--- config.mk ---
export PLATFORM = sky130hd
export DESIGN_NAME = fetch_ctrl
export DESIGN_NICKNAME = d
export VERILOG_FILES = /design/src/rtl/fetch_pkg.sv /design/src/rtl/fetch_ibuf.sv /design/src/rtl/fetch_ctrl.sv
export SDC_FILE = /design/constraint.sdc
export NUM_CORES = 1
export LEC_CHECK = 0
export ABC_AREA = 1
export ABC_CLOCK_PERIOD_IN_PS = 7060
export CORE_ASPECT_RATIO = 0.75
export CORE_MARGIN = 1.5
export CORE_UTILIZATION = 40
export DETAILED_ROUTE_END_ITERATION = 10
export GPL_TIMING_DRIVEN = 1
export PLACE_DENSITY = 0.75
export SYNTH_ARGS = -nofsm -noshare
export SYNTH_HDL_FRONTEND = slang
export SYNTH_SLANG_ARGS = --single-unit
--- constraint.sdc ---
create_clock -name clk -period 7.06 [get_ports clk]
set_input_delay 1.412 -clock clk [delete_from_list [all_inputs] [get_ports clk]]
set_output_delay 1.412 -clock clk [all_outputs]
set_load 0.1 [all_outputs]
--- src/rtl/fetch_pkg.sv ---
// Shared types and constants for the RV32I fetch sequencer.
package fetch_pkg;
  localparam int XLEN = 32;
  localparam logic [XLEN-1:0] PC_INC = 32'd4;

  localparam logic [1:0] ST_IDLE  = 2'd0;
  localparam logic [1:0] ST_FETCH = 2'd1;
  localparam logic [1:0] ST_FAULT = 2'd2;

  typedef struct packed {
    logic [XLEN-1:0] pc;
    logic [XLEN-1:0] inst;
  } ibuf_entry_t;
endpackage

--- src/rtl/fetch_ibuf.sv ---
// Registered instruction FIFO: push visible at the head the cycle after, flush beats push/pop.
module fetch_ibuf
  import fetch_pkg::*;
#(
  parameter int DEPTH = 2
) (
  input  logic                   clk,
  input  logic                   rst,
  input  logic                   push,
  input  ibuf_entry_t            push_dat,
  input  logic                   pop,
  input  logic                   flush,
  output logic [$clog2(DEPTH):0] count,
  output logic                   empty,
  output logic                   full,
  output ibuf_entry_t            head
);
  localparam int AW = (DEPTH > 1) ? $clog2(DEPTH) : 1;
  localparam int CW = $clog2(DEPTH) + 1;

  ibuf_entry_t   mem_q [DEPTH];
  ibuf_entry_t   mem_d [DEPTH];
  logic [AW-1:0] rd_ptr_q, rd_ptr_d, wr_ptr_q, wr_ptr_d;
  logic [CW-1:0] cnt_q, cnt_d;
  logic          do_push, do_pop;

  function automatic logic [AW-1:0] ptr_inc(input logic [AW-1:0] p);
    return (p == AW'(DEPTH - 1)) ? '0 : p + AW'(1);
  endfunction

  assign empty   = (cnt_q == '0);
  assign full    = (cnt_q == CW'(DEPTH));
  assign count   = cnt_q;
  assign head    = mem_q[rd_ptr_q];
  assign do_push = push && !flush;
  assign do_pop  = pop && !flush && !empty;

  always_comb begin
    mem_d    = mem_q;
    rd_ptr_d = rd_ptr_q;
    wr_ptr_d = wr_ptr_q;
    cnt_d    = cnt_q;
    if (flush) begin
      rd_ptr_d = '0;
      wr_ptr_d = '0;
      cnt_d    = '0;
    end else begin
      if (do_push) begin
        mem_d[wr_ptr_q] = push_dat;
        wr_ptr_d        = ptr_inc(wr_ptr_q);
      end
      if (do_pop) rd_ptr_d = ptr_inc(rd_ptr_q);
      cnt_d = cnt_q + CW'(do_push) - CW'(do_pop);
    end
  end

  always_ff @(posedge clk or posedge rst) begin
    if (rst) begin
      for (int i = 0; i < DEPTH; i++) mem_q[i] <= '0;
      rd_ptr_q <= '0;
      wr_ptr_q <= '0;
      cnt_q    <= '0;
    end else begin
      mem_q    <= mem_d;
      rd_ptr_q <= rd_ptr_d;
      wr_ptr_q <= wr_ptr_d;
      cnt_q    <= cnt_d;
    end
  end

  // The fetch credit scheme reserves a slot per outstanding read, so a full push is a design bug.
  push_when_full: assert property (@(posedge clk) disable iff (rst) !(push && full));
endmodule

--- src/rtl/fetch_ctrl.sv ---
// RV32I fetch sequencer: owns the PC, issues credit-limited reads, squashes stale responses on redirect.
module fetch_ctrl
  import fetch_pkg::*;
#(
  parameter logic [31:0] RESET_ADDR      = 32'h0000_0000,
  parameter int          MAX_OUTSTANDING = 2,
  parameter int          IBUF_DEPTH      = 2
) (
  input  logic        clk,
  input  logic        rst,
  input  logic        redirect_valid,
  input  logic [31:0] redirect_pc,
  output logic        o_mem_rvalid,
  output logic [31:0] o_mem_raddr,
  input  logic        i_mem_rready,
  input  logic        i_mem_rdata_valid,
  input  logic [31:0] i_mem_rdata,
  output logic        o_inst_valid,
  output logic [31:0] o_inst,
  output logic [31:0] o_inst_pc,
  input  logic        i_inst_ready,
  output logic        o_fault
);
  localparam int OW = $clog2(MAX_OUTSTANDING) + 1;
  localparam int BW = $clog2(IBUF_DEPTH) + 1;
  localparam int SW = ((OW > BW) ? OW : BW) + 1;

  logic [1:0]      state_q, state_d;
  logic [XLEN-1:0] pc_q, pc_d, resp_pc_q, resp_pc_d;
  logic [OW-1:0]   out_cnt_q, out_cnt_d, drop_cnt_q, drop_cnt_d;
  logic [BW-1:0]   buf_cnt;
  logic [SW-1:0]   credit_used;
  logic            buf_empty, buf_full;
  logic            accept, push, pop;
  ibuf_entry_t     head, push_dat;

  // Outstanding reads (including ones to be dropped) plus buffered words must fit the buffer.
  assign credit_used  = SW'(out_cnt_q) + SW'(buf_cnt);
  assign o_mem_rvalid = (state_q == ST_FETCH) && !redirect_valid
                        && (out_cnt_q < OW'(MAX_OUTSTANDING))
                        && (credit_used < SW'(IBUF_DEPTH));
  assign o_mem_raddr  = pc_q;
  assign accept       = o_mem_rvalid && i_mem_rready;
  assign push         = i_mem_rdata_valid && (drop_cnt_q == '0) && !redirect_valid;
  assign pop          = o_inst_valid && i_inst_ready && !redirect_valid;
  assign push_dat     = '{pc: resp_pc_q, inst: i_mem_rdata};

  assign o_inst_valid = !buf_empty;
  assign o_inst       = head.inst;
  assign o_inst_pc    = head.pc;
  assign o_fault      = (state_q == ST_FAULT);

  always_comb begin
    state_d    = state_q;
    pc_d       = pc_q;
    resp_pc_d  = resp_pc_q;
    drop_cnt_d = drop_cnt_q;
    out_cnt_d  = out_cnt_q + OW'(accept) - OW'(i_mem_rdata_valid);
    if (state_q == ST_IDLE) state_d = ST_FETCH;
    if (redirect_valid) begin
      pc_d       = redirect_pc;
      resp_pc_d  = redirect_pc;
      // A response landing in the redirect cycle is discarded by the flush, not by drop_cnt.
      drop_cnt_d = out_cnt_q - OW'(i_mem_rdata_valid);
      state_d    = (redirect_pc[1:0] != 2'b00) ? ST_FAULT : ST_FETCH;
    end else begin
      if (accept) pc_d = pc_q + PC_INC;
      if (push) resp_pc_d = resp_pc_q + PC_INC;
      if (i_mem_rdata_valid && (drop_cnt_q != '0)) drop_cnt_d = drop_cnt_q - OW'(1);
    end
  end

  always_ff @(posedge clk or posedge rst) begin
    if (rst) begin
      state_q    <= ST_IDLE;
      pc_q       <= RESET_ADDR;
      resp_pc_q  <= RESET_ADDR;
      out_cnt_q  <= '0;
      drop_cnt_q <= '0;
    end else begin
      state_q    <= state_d;
      pc_q       <= pc_d;
      resp_pc_q  <= resp_pc_d;
      out_cnt_q  <= out_cnt_d;
      drop_cnt_q <= drop_cnt_d;
    end
  end

  fetch_ibuf #(.DEPTH(IBUF_DEPTH)) u_ibuf (
    .clk      (clk),
    .rst      (rst),
    .push     (push),
    .push_dat (push_dat),
    .pop      (pop),
    .flush    (redirect_valid),
    .count    (buf_cnt),
    .empty    (buf_empty),
    .full     (buf_full),
    .head     (head)
  );
endmodule

==> summary.md, run 1 <==
| Metric | Value |
|---|---|
| Clk slew on worst S/H paths | 0.06 ns |
| Initial Util | 0.410 |
| Clk buf depth | 3 |
| Final core occ | 0.516 |
| Detail Route Antenna Nets | 0 |
| CP bufs+invs | 2 |
| GPL Wtd Cong | 0.928 |
| VDD IR max | 388 uV |
| CTS Hold Bufs | 0 |
| P&R area growth vs syn | 25.8% |
| Final Skew | 0.00726 ns |
| Reg2reg setup slack | 4.36 ns |
| Antenna violations before repair | 0 |
| Total track usage | 0.210 |
| Die H | 142 um |
| First DRT Iteration DRCs | 887 |
| I/O pin cnt | 169 |
| Seq cells post-synth | 202 |
| IO Port Bufs | 168 |
| Critical path's largest stage delay | 1.15 ns |
| Routed WL per cell | 15.1 um |
| RR Endpoint | u_ibuf.mem_q[15]$_DFFE_PP0P_ |
| Vias | 9,447 |
| Post-Syn Area | 10,300 sq um |
| Final worst slack | 2.22 ns |
| WP data required | 5.65 ns |
| H-tree levels | 1 |
| Total power | 6.13 mW |
| Mapped Nets | 1,459 |
| Cts repair resizes | 0 |
| CP top delay family | buffers and inverters |
| Max-slew headroom | 0.194 |
| Crit Path Max Fanout | 49 |
| Final setup TNS | 0 ns |
| Status | complete, no violations |
| Die area | 26,900 sq um |
| Vias in the first global route | 8,621 |
| Hold path cells | 2 |
| Cell breakdown of the critical path | buf_2 > nor2_1 > nand2_1 > nor2_4 > clkdlybuf4s50_1 |
| Worst Hold Class | reg2reg |
| Mapped Avg Cell Area | 7.50 sq um |
| Synthesis Warnings | 0 |
| Setup crit start kind | input pin |
| Hold Vio Cnt, Final | 0 |
| DP HPWL | 18,900 um |
| Synth async-reset ratio | 1.00 |
| Critical Path End Type | output pin |
| Final wirelength | 28,200 um |
| Post-synthesis cell count | 1,380 |
| Largest net degree at the start of global routing | 143 |
| Post-synth EDFFs | 0 |
| Most used DFF post-synth | dfrtp_1 |
| Period minus WS final | 4.84 ns |
| Crit path from | redirect_valid |
| Crit path DAT | 3.43 ns |
| NumNets Final | 1,597 |
| Grt ovf | 0 |
| Via density per instance | 5.05 |
| RSZ-0062 raised after global routing | false |
| Dpl ws | 2.20 ns |
| CTS tree | yes |
| Layout cells sized above 1 | 0.0515 |
| Distinct cells, synth | 37 |
| Sequential fraction of the synthesis area | 0.489 |
| Commonest cells after routing, fill and taps aside | nand2_1, dfrtp_1, clkdlybuf4s50_1 |
| P_leak | 6.32 nW |
| DRT Pass-1 Iters | 5 |
| Reg2reg path depth | 6 |
| Clk sinks | 202 |
| Setup Fix Bufs, Post-CTS | 0 |
| # setup viols final | 0 |
| Worst Tran Pin Value | 1.21 ns |
| WHS Endpoint | u_ibuf.mem_q[57]$_DFFE_PP0P_ |
| PD cells | 471 nW/um^2 |
| Final Cycle Share | 0.686 |
| Slowest-stage cell, CP | clkdlybuf4s50_1 |
| Std-Cell Core Area | 25,200 sq um |
| Crit Path Class | in2out |
| CTS root buffer | clkbuf_16 |
| Row count | 50 |
| Slew Limit Fails | 0 |
| Most common cell after layout, fill and taps aside | nand2_1 |
| First-pass GRT wire length | 45,400 um |
| RR Startpoint | drop_cnt_q[0]$_DFFE_PP0P_ |
| Max_cap viols | 0 |
| FMAX | 207 MHz |
| Worst skew pair latency | 0.50 ns |
| TritonCTS Buffers | 21 |
| Number of antenna repair diodes | 0 |
| Die width | 189 um |
| Min-delay src | u_ibuf.mem_q[57]$_DFFE_PP0P_ |
| Drt drc | 0 |
==> Yosys cell counts (all sizes together), types with 2 or more instances <==
| cell type | instances | area [sq um] |
|---|---|---|
| nand2 | 566 | 2150 |
| dfrtp | 202 | 5050 |
| o21ai | 166 | 831 |
| inv | 142 | 533 |
| nor2 | 84 | 418 |
| nand3 | 64 | 330 |
| buf | 38 | 209 |
| xor2 | 21 | 184 |
| clkbuf | 20 | 82.6 |
| a21oi | 18 | 90.1 |
| o211ai | 14 | 105 |
| nand4 | 11 | 68.8 |
| ha | 8 | 100 |
| nor3 | 7 | 35.0 |
| o21bai | 4 | 30.0 |
| xnor2 | 3 | 26.3 |
| a31oi | 2 | 12.5 |
| and2 | 2 | 12.5 |
==> kinds of logic after synthesis <==
logic type	count (synthesis)	synth area share
and+or+nand+nor	736	0.293
AOI/OAI and AO/OA	209	0.107
DFF	202	0.489
adders and majority gates	9	0.0116
buffers and inverters	200	0.0797
xor gates and xnor gates	24	0.0203
==> cell type report <==
| class | count | area [sq um] |
|---|---|---|
| repair buffers | 173 | 1710 |
| flip-flops and latches | 202 | 5060 |
| inverters | 142 | 541 |
| well taps | 338 | 423 |
| clock buffers | 27 | 588 |
| clock inverters | 11 | 214 |
| fillers | 2381 | 12200 |
| multi-input cells | 978 | 4480 |
==> layer usage <==
layer / GRT usage / share of wire / vias up
li1: - / - / 4607
met1: 0.334 / 0.50 / 4403
met2: 0.301 / 0.41 / 402
met3: 0.0333 / 0.080 / 35
met4: 0.0372 / 0.015 / 0
met5: 0 / 0 / -
==> where the power goes <==
part / leakage [nW] / internal [mW] / switching [mW]
clock: 0.387 / 0.810 / 0.476
combinational: 3.37 / 0.703 / 2.30
sequential: 2.56 / 1.57 / 0.276
total: 6.32 / 3.08 / 3.05
==> state kept, by name, indices dropped and copies added (netlist names) <==
| signal | flops |
|---|---|
| drop_cnt_q | 2 |
| o_mem_raddr | 32 |
| out_cnt_q | 2 |
| resp_pc_q | 32 |
| state_q | 2 |
| u_ibuf.count | 2 |
| u_ibuf.mem_q | 128 |
| u_ibuf.rd_ptr_q | 1 |
| u_ibuf.wr_ptr_q | 1 |
==> through the flow <==
step	cells	hold slack, ns	cell area (sq um)
floorplan	1380	0.453	10300
global placement	1833	0.459	12200
detailed placement	1833	0.468	12200
CTS	1871	0.484	13000
global route	1871	0.499	13000
finish	1871	0.483	13000
==> worst max-delay path by stage <==
stage	endpoint	slack, ns	cells after the start
floorplan	drop_cnt_q[0]$_DFFE_PP0P_	0.14	1
global placement	o_mem_rvalid	2.19	5
detailed placement	o_mem_rvalid	2.20	5
CTS	o_mem_rvalid	2.19	5
global route	o_mem_rvalid	2.13	5
finish	o_mem_rvalid	2.22	5
==> tightest hold or removal path, stage by stage, from the launching register on <==
cell and delay (ns):
dfrtp_1 0.34, nand2_1 0.05, o21ai_0 0.05
(Power assumes the default switching activity.)
==> run 2, diff against run 1 <==
--- a/config.mk
+++ b/config.mk
@@ -6,13 +6,13 @@
 export NUM_CORES = 1
 export LEC_CHECK = 0
 export ABC_AREA = 1
-export ABC_CLOCK_PERIOD_IN_PS = 7060
+export ABC_CLOCK_PERIOD_IN_PS = 4600
 export CORE_ASPECT_RATIO = 0.75
 export CORE_MARGIN = 1.5
 export CORE_UTILIZATION = 40
 export DETAILED_ROUTE_END_ITERATION = 10
 export GPL_TIMING_DRIVEN = 1
-export PLACE_DENSITY = 0.75
+export PLACE_DENSITY = 0.73
 export SYNTH_ARGS = -nofsm -noshare
 export SYNTH_HDL_FRONTEND = slang
 export SYNTH_SLANG_ARGS = --single-unit
==> constraint.sdc (replaced) <==
create_clock -name clk -period 4.6 [get_ports clk]
set_input_delay 0.92 -clock clk [delete_from_list [all_inputs] [get_ports clk]]
set_output_delay 0.92 -clock clk [all_outputs]
set_load 0.1 [all_outputs]
==> summary.md, run 2 (same netlist as run 1, synthesis figures left out) <==
| Metric | Value |
|---|---|
| Layout cells sized above 1 | 0.0799 |
| Final worst slack | 0.856 ns |
| Final Skew | 0.0138 ns |
| WP data required | 3.68 ns |
| Crit path DAT | 2.82 ns |
| Number of antenna repair diodes | 0 |
| H-tree levels | 1 |
| Setup crit start kind | flip-flop |
| Clk buf depth | 3 |
| Antenna violations before repair | 0 |
| Met2 wire length | 11,100 um |
| Setup Fix Bufs, Post-CTS | 0 |
| NumNets Final | 1,604 |
| Final core occ | 0.512 |
| Max-slew headroom | 0.340 |
| Vias | 9,370 |
| P_leak | 6.37 nW |
| Clk sinks | 202 |
| Dpl ws | 1.38 ns |
| Total track usage | 0.210 |
| Final Cycle Share | 0.814 |
| GPL Wtd Cong | 0.932 |
| WL met3 | 2350 um |
| Top layer in use | met4 |
| Die width | 189 um |
| Total power | 9.12 mW |
| Die area | 26,900 sq um |
| Period minus WS final | 3.74 ns |
| Cts repair resizes | 0 |
| Final setup TNS | 0 ns |
| I/O pin cnt | 169 |
| First-pass GRT wire length | 45,500 um |
| Worst Hold Class | reg2reg |
| DRT Pass-1 Iters | 5 |
| Slew Limit Fails | 0 |
| CTS root buffer | clkbuf_16 |
| Most common cell after layout, fill and taps aside | nand2_1 |
| # setup viols final | 0 |
| Worst Tran Pin Value | 0.987 ns |
| Largest net degree at the start of global routing | 101 |
| Hold Vio Cnt, Final | 0 |
| Drt drc | 0 |
| Max_cap viols | 0 |
| Detail Route Antenna Nets | 0 |
| FMAX | 267 MHz |
| RSZ-0062 raised after global routing | false |
| TritonCTS Buffers | 22 |
| Final instance area | 12,900 sq um |
| Number of flip-flops in the largest register | 128 |
| VDD IR max | 528 uV |
| Std-Cell Core Area | 25,200 sq um |
| Commonest cells after routing, fill and taps aside | nand2_1, dfrtp_1, o21ai_0 |
| DP HPWL | 19,400 um |
| First DRT Iteration DRCs | 743 |
| Routed WL per cell | 14.8 um |
| CTS tree | yes |
| Clk slew on worst S/H paths | 0.06 ns |
| Top reg by flops | u_ibuf.mem_q |
| Row count | 50 |
| Grt ovf | 0 |
| Reg2reg setup slack | 2.30 ns |
| Status | complete, no violations |
| Via density per instance | 4.99 |
| DP Area | 12,200 sq um |
| Critical Path End Type | output pin |
| Crit Path Max Fanout | 64 |
| Die H | 142 um |
| P&R area growth vs syn | 24.8% |
| Crit Path Class | reg2out |
| Final wirelength | 27,800 um |
| Routed met1 length | 13,900 um |
| CTS Hold Bufs | 0 |
| IO Port Bufs | 168 |
| Vias in the first global route | 8,578 |
| Worst skew pair latency | 0.51 ns |
| PD cells | 706 nW/um^2 |
| Initial Util | 0.410 |
run 2: cell count changes in the layout (fill, tap and decap cells not counted):
cell,delta
buf_4,+42
clkbuf_8,+1
clkinv_8,+1
clkinvlp_4,+1
clkbuf_16,+1
clkinv_2,+2
bufinv_16,-5
inv_8,-1
clkbuf_1,+2
buf_12,+3
inv_6,-1
clkdlybuf4s50_1,-39
run 2: metal layers:
metal,track usage,up-vias
met5,0,-
met1,0.333,4329
met3,0.0343,37
met2,0.301,373
met4,0.0368,0
li1,-,4631
run 2: path summary, 6_finish.rpt:
kind                                        startpoint                            to  cells after the start
max                        u_ibuf.rd_ptr_q$_DFFE_PP0P_                     o_inst[5]                      4
min                         o_mem_raddr[1]$_DFFE_PP0P_    o_mem_raddr[1]$_DFFE_PP0P_                      2
max reg2reg                     out_cnt_q[0]$_DFF_PP0_   o_mem_raddr[15]$_DFFE_PP0P_                     12
min reg2reg                 o_mem_raddr[1]$_DFFE_PP0P_    o_mem_raddr[1]$_DFFE_PP0P_                      2
max in group asynchronous                          rst  u_ibuf.mem_q[12]$_DFFE_PP0P_                      3
min in group asynchronous                          rst   o_mem_raddr[15]$_DFFE_PP0P_                      2
run 2: worst max-delay path, stage by stage (launching register included):
cell	delay, ns
dfrtp_2	0.37
buf_4	0.56
nand2_1	0.14
nand2_1	0.09
clkdlybuf4s50_1	1.12
run 2: per-stage QoR:
| step | cells | hold slack [ns] |
|---|---|---|
| detailed placement | 1839 | 0.472 |
| global placement | 1839 | 0.457 |
| global route | 1878 | 0.499 |
| finish | 1878 | 0.481 |
| floorplan | 1380 | 0.453 |
| CTS | 1878 | 0.487 |
run 2: power by group:
| part | internal [mW] | switching, mW | leakage (nW) |
|---|---|---|---|
| combinational | 1.03 | 3.52 | 3.47 |
| clock | 1.02 | 0.721 | 0.349 |
| sequential | 2.40 | 0.426 | 2.56 |
run 2: layout make-up:
class	count	area (sq um)
multi-input combinational	978	4480
timing repair buffer	179	1700
clock buffer	31	634
fill	2394	12300
inverter	142	537
sequential	202	5060
tap	338	423
clock inverter	8	81.3
==> run 3, diff against run 2 <==
--- a/config.mk
+++ b/config.mk
@@ -6,13 +6,13 @@
 export NUM_CORES = 1
 export LEC_CHECK = 0
 export ABC_AREA = 1
-export ABC_CLOCK_PERIOD_IN_PS = 4600
+export ABC_CLOCK_PERIOD_IN_PS = 3080
 export CORE_ASPECT_RATIO = 0.75
 export CORE_MARGIN = 1.5
 export CORE_UTILIZATION = 40
 export DETAILED_ROUTE_END_ITERATION = 10
 export GPL_TIMING_DRIVEN = 1
-export PLACE_DENSITY = 0.73
+export PLACE_DENSITY = 0.75
 export SYNTH_ARGS = -nofsm -noshare
 export SYNTH_HDL_FRONTEND = slang
 export SYNTH_SLANG_ARGS = --single-unit
==> constraint.sdc (replaced) <==
create_clock -name clk -period 3.08 [get_ports clk]
set_input_delay 0.616 -clock clk [delete_from_list [all_inputs] [get_ports clk]]
set_output_delay 0.616 -clock clk [all_outputs]
set_load 0.1 [all_outputs]
==> summary.md, run 3 (same netlist as run 1, synthesis figures left out) <==
| Metric | Value |
|---|---|
| Status | complete, no violations |
| Largest net degree at the start of global routing | 130 |
| Period minus WS final | 2.62 ns |
| Crit Path Class | reg2out |
| VDD IR max | 772 uV |
| P_sw | 7.17 mW |
| Worst Tran Pin Value | 0.724 ns |
| H-tree levels | 1 |
| Drt drc | 0 |
| Initial Util | 0.410 |
| CTS Hold Bufs | 0 |
| CTS root buffer | clkbuf_16 |
| Max-slew headroom | 0.517 |
| Sw frac | 0.482 |
| Dpl ws | 0.629 ns |
| PD cells | 1090 nW/um^2 |
| Top reg by flops | u_ibuf.mem_q |
| Seq pwr share | 0.283 |
| First DRT Iteration DRCs | 863 |
| WP data required | 2.46 ns |
| Final worst slack | 0.456 ns |
| Critical Path End Type | output pin |
| # setup viols final | 0 |
| Reg2reg setup slack | 0.74 ns |
| Final core occ | 0.540 |
| Layout cells sized above 1 | 0.120 |
| Std-Cell Core Area | 25,200 sq um |
| Worst hold slack | 0.426 ns |
| First-pass GRT wire length | 45,900 um |
| Vias | 9,488 |
| Crit Path Max Fanout | 3 |
| I/O pin cnt | 169 |
| Via density per instance | 5.04 |
| Number of antenna repair diodes | 0 |
| Number of flip-flops in the largest register | 128 |
| Total track usage | 0.212 |
| Setup Fix Bufs, Post-CTS | 0 |
| Cell-internal power | 7.69 mW |
| Vias in the first global route | 8,828 |
| Worst Hold Class | in2reg |
| IO Port Bufs | 168 |
| Antenna violations before repair | 0 |
| Worst skew pair latency | 0.51 ns |
| Final wirelength | 28,200 um |
| Slew Limit Fails | 0 |
| Max_cap viols | 0 |
| Most common cell after layout, fill and taps aside | nand2_1 |
| FMAX | 381 MHz |
| Hold Vio Cnt, Final | 0 |
| Final Cycle Share | 0.852 |
| Row count | 50 |
| Detail Route Antenna Nets | 0 |
| Grt ovf | 0 |
| Clk buf depth | 3 |
| Die area | 26,900 sq um |
| DRT Pass-1 Iters | 5 |
| GPL Wtd Cong | 0.944 |
| DP HPWL | 20,200 um |
| Final Skew | 0.0132 ns |
| RSZ-0062 raised after global routing | false |
| Clk slew on worst S/H paths | 0.06 ns |
| Die H | 142 um |
| Routed WL per cell | 15.0 um |
| Cts repair resizes | 0 |
| P_leak | 6.72 nW |
| Total power | 14.9 mW |
| FILL cells | 2,373 |
| Crit path DAT | 2.01 ns |
| Logic pwr share | 0.545 |
| CTS tree | yes |
| Clk sinks | 202 |
| TritonCTS Buffers | 21 |
| NumNets Final | 1,609 |
| Setup crit start kind | flip-flop |
| P&R area growth vs syn | 31.6% |
| Die width | 189 um |
| Commonest cells after routing, fill and taps aside | nand2_1, dfrtp_1, o21ai_0 |
| Clock share of power | 0.172 |
[run 3: cell count changes in the layout (fill, tap and decap cells not counted)]
cell | before | now
clkbuf_1 | 4 | 7
buf_4 | 47 | 46
buf_12 | 3 | 70
inv_6 | 0 | 1
clkinv_8 | 1 | 0
bufinv_16 | 1 | 2
clkbuf_8 | 5 | 4
clkdlybuf4s50_1 | 128 | 68
clkinv_2 | 4 | 3
clkinvlp_4 | 3 | 1
clkbuf_16 | 22 | 21
[run 3: layout make-up]
| class | count | area, sq um | share of cell area |
|---|---|---|---|
| clock buffers | 32 | 607 | 0.0445 |
| clock inverters | 6 | 83.8 | 0.00615 |
| inverters | 142 | 537 | 0.0394 |
| multi-input cells | 978 | 4480 | 0.329 |
| flip-flops and latches | 202 | 5060 | 0.371 |
| well taps | 338 | 423 | 0.0310 |
| repair buffers | 185 | 2430 | 0.179 |
[run 3: worst paths after layout]
path,cells after the start,start,endpoint
max in group asynchronous,3,rst,u_ibuf.rd_ptr_q$_DFFE_PP0P_
min,2,redirect_valid,u_ibuf.count[0]$_DFF_PP0_
max,7,out_cnt_q[0]$_DFF_PP0_,o_mem_rvalid
min reg2reg,2,u_ibuf.mem_q[39]$_DFFE_PP0P_,u_ibuf.mem_q[39]$_DFFE_PP0P_
min in group asynchronous,2,rst,o_mem_raddr[3]$_DFFE_PP0P_
max reg2reg,12,out_cnt_q[0]$_DFF_PP0_,o_mem_raddr[15]$_DFFE_PP0P_
[run 3: power groups by stage]
stage | registers, mW | logic [mW] | clock network (mW)
floorplan | 4.42 | 5.08 | 0
global placement | 4.20 | 8.02 | 0
detailed placement | 4.22 | 8.13 | 0
CTS | 4.19 | 8.15 | 2.63
global route | 4.32 | 8.56 | 2.75
finish | 4.20 | 8.10 | 2.56
[run 3: layer usage]
layer	share of wire	vias up	track usage	wire length, um
met2	0.41	438	0.307	11600
met5	0	-	0	0
met3	0.098	23	0.0439	2760
met4	0.011	0	0.0393	315
met1	0.48	4410	0.327	13500
li1	-	4617	-	-
[run 3: worst max-delay path, stage by stage, from the launching register on]
cell     delay, ns
dfrtp_1       0.40
nand2_1       0.07
inv_1         0.05
fa_1          0.42
nor2_1        0.11
nand2_1       0.08
nor2_4        0.17
buf_12        0.20
[run 3: per-stage QoR]
step	instances	instance area, sq um	TNS, ns
final	1883	13600	0
after global routing	1883	13600	0
after CTS	1883	13600	0
after detailed placement	1845	12900	0
after global placement	1845	12900	0
after floorplan	1380	10400	-30.77
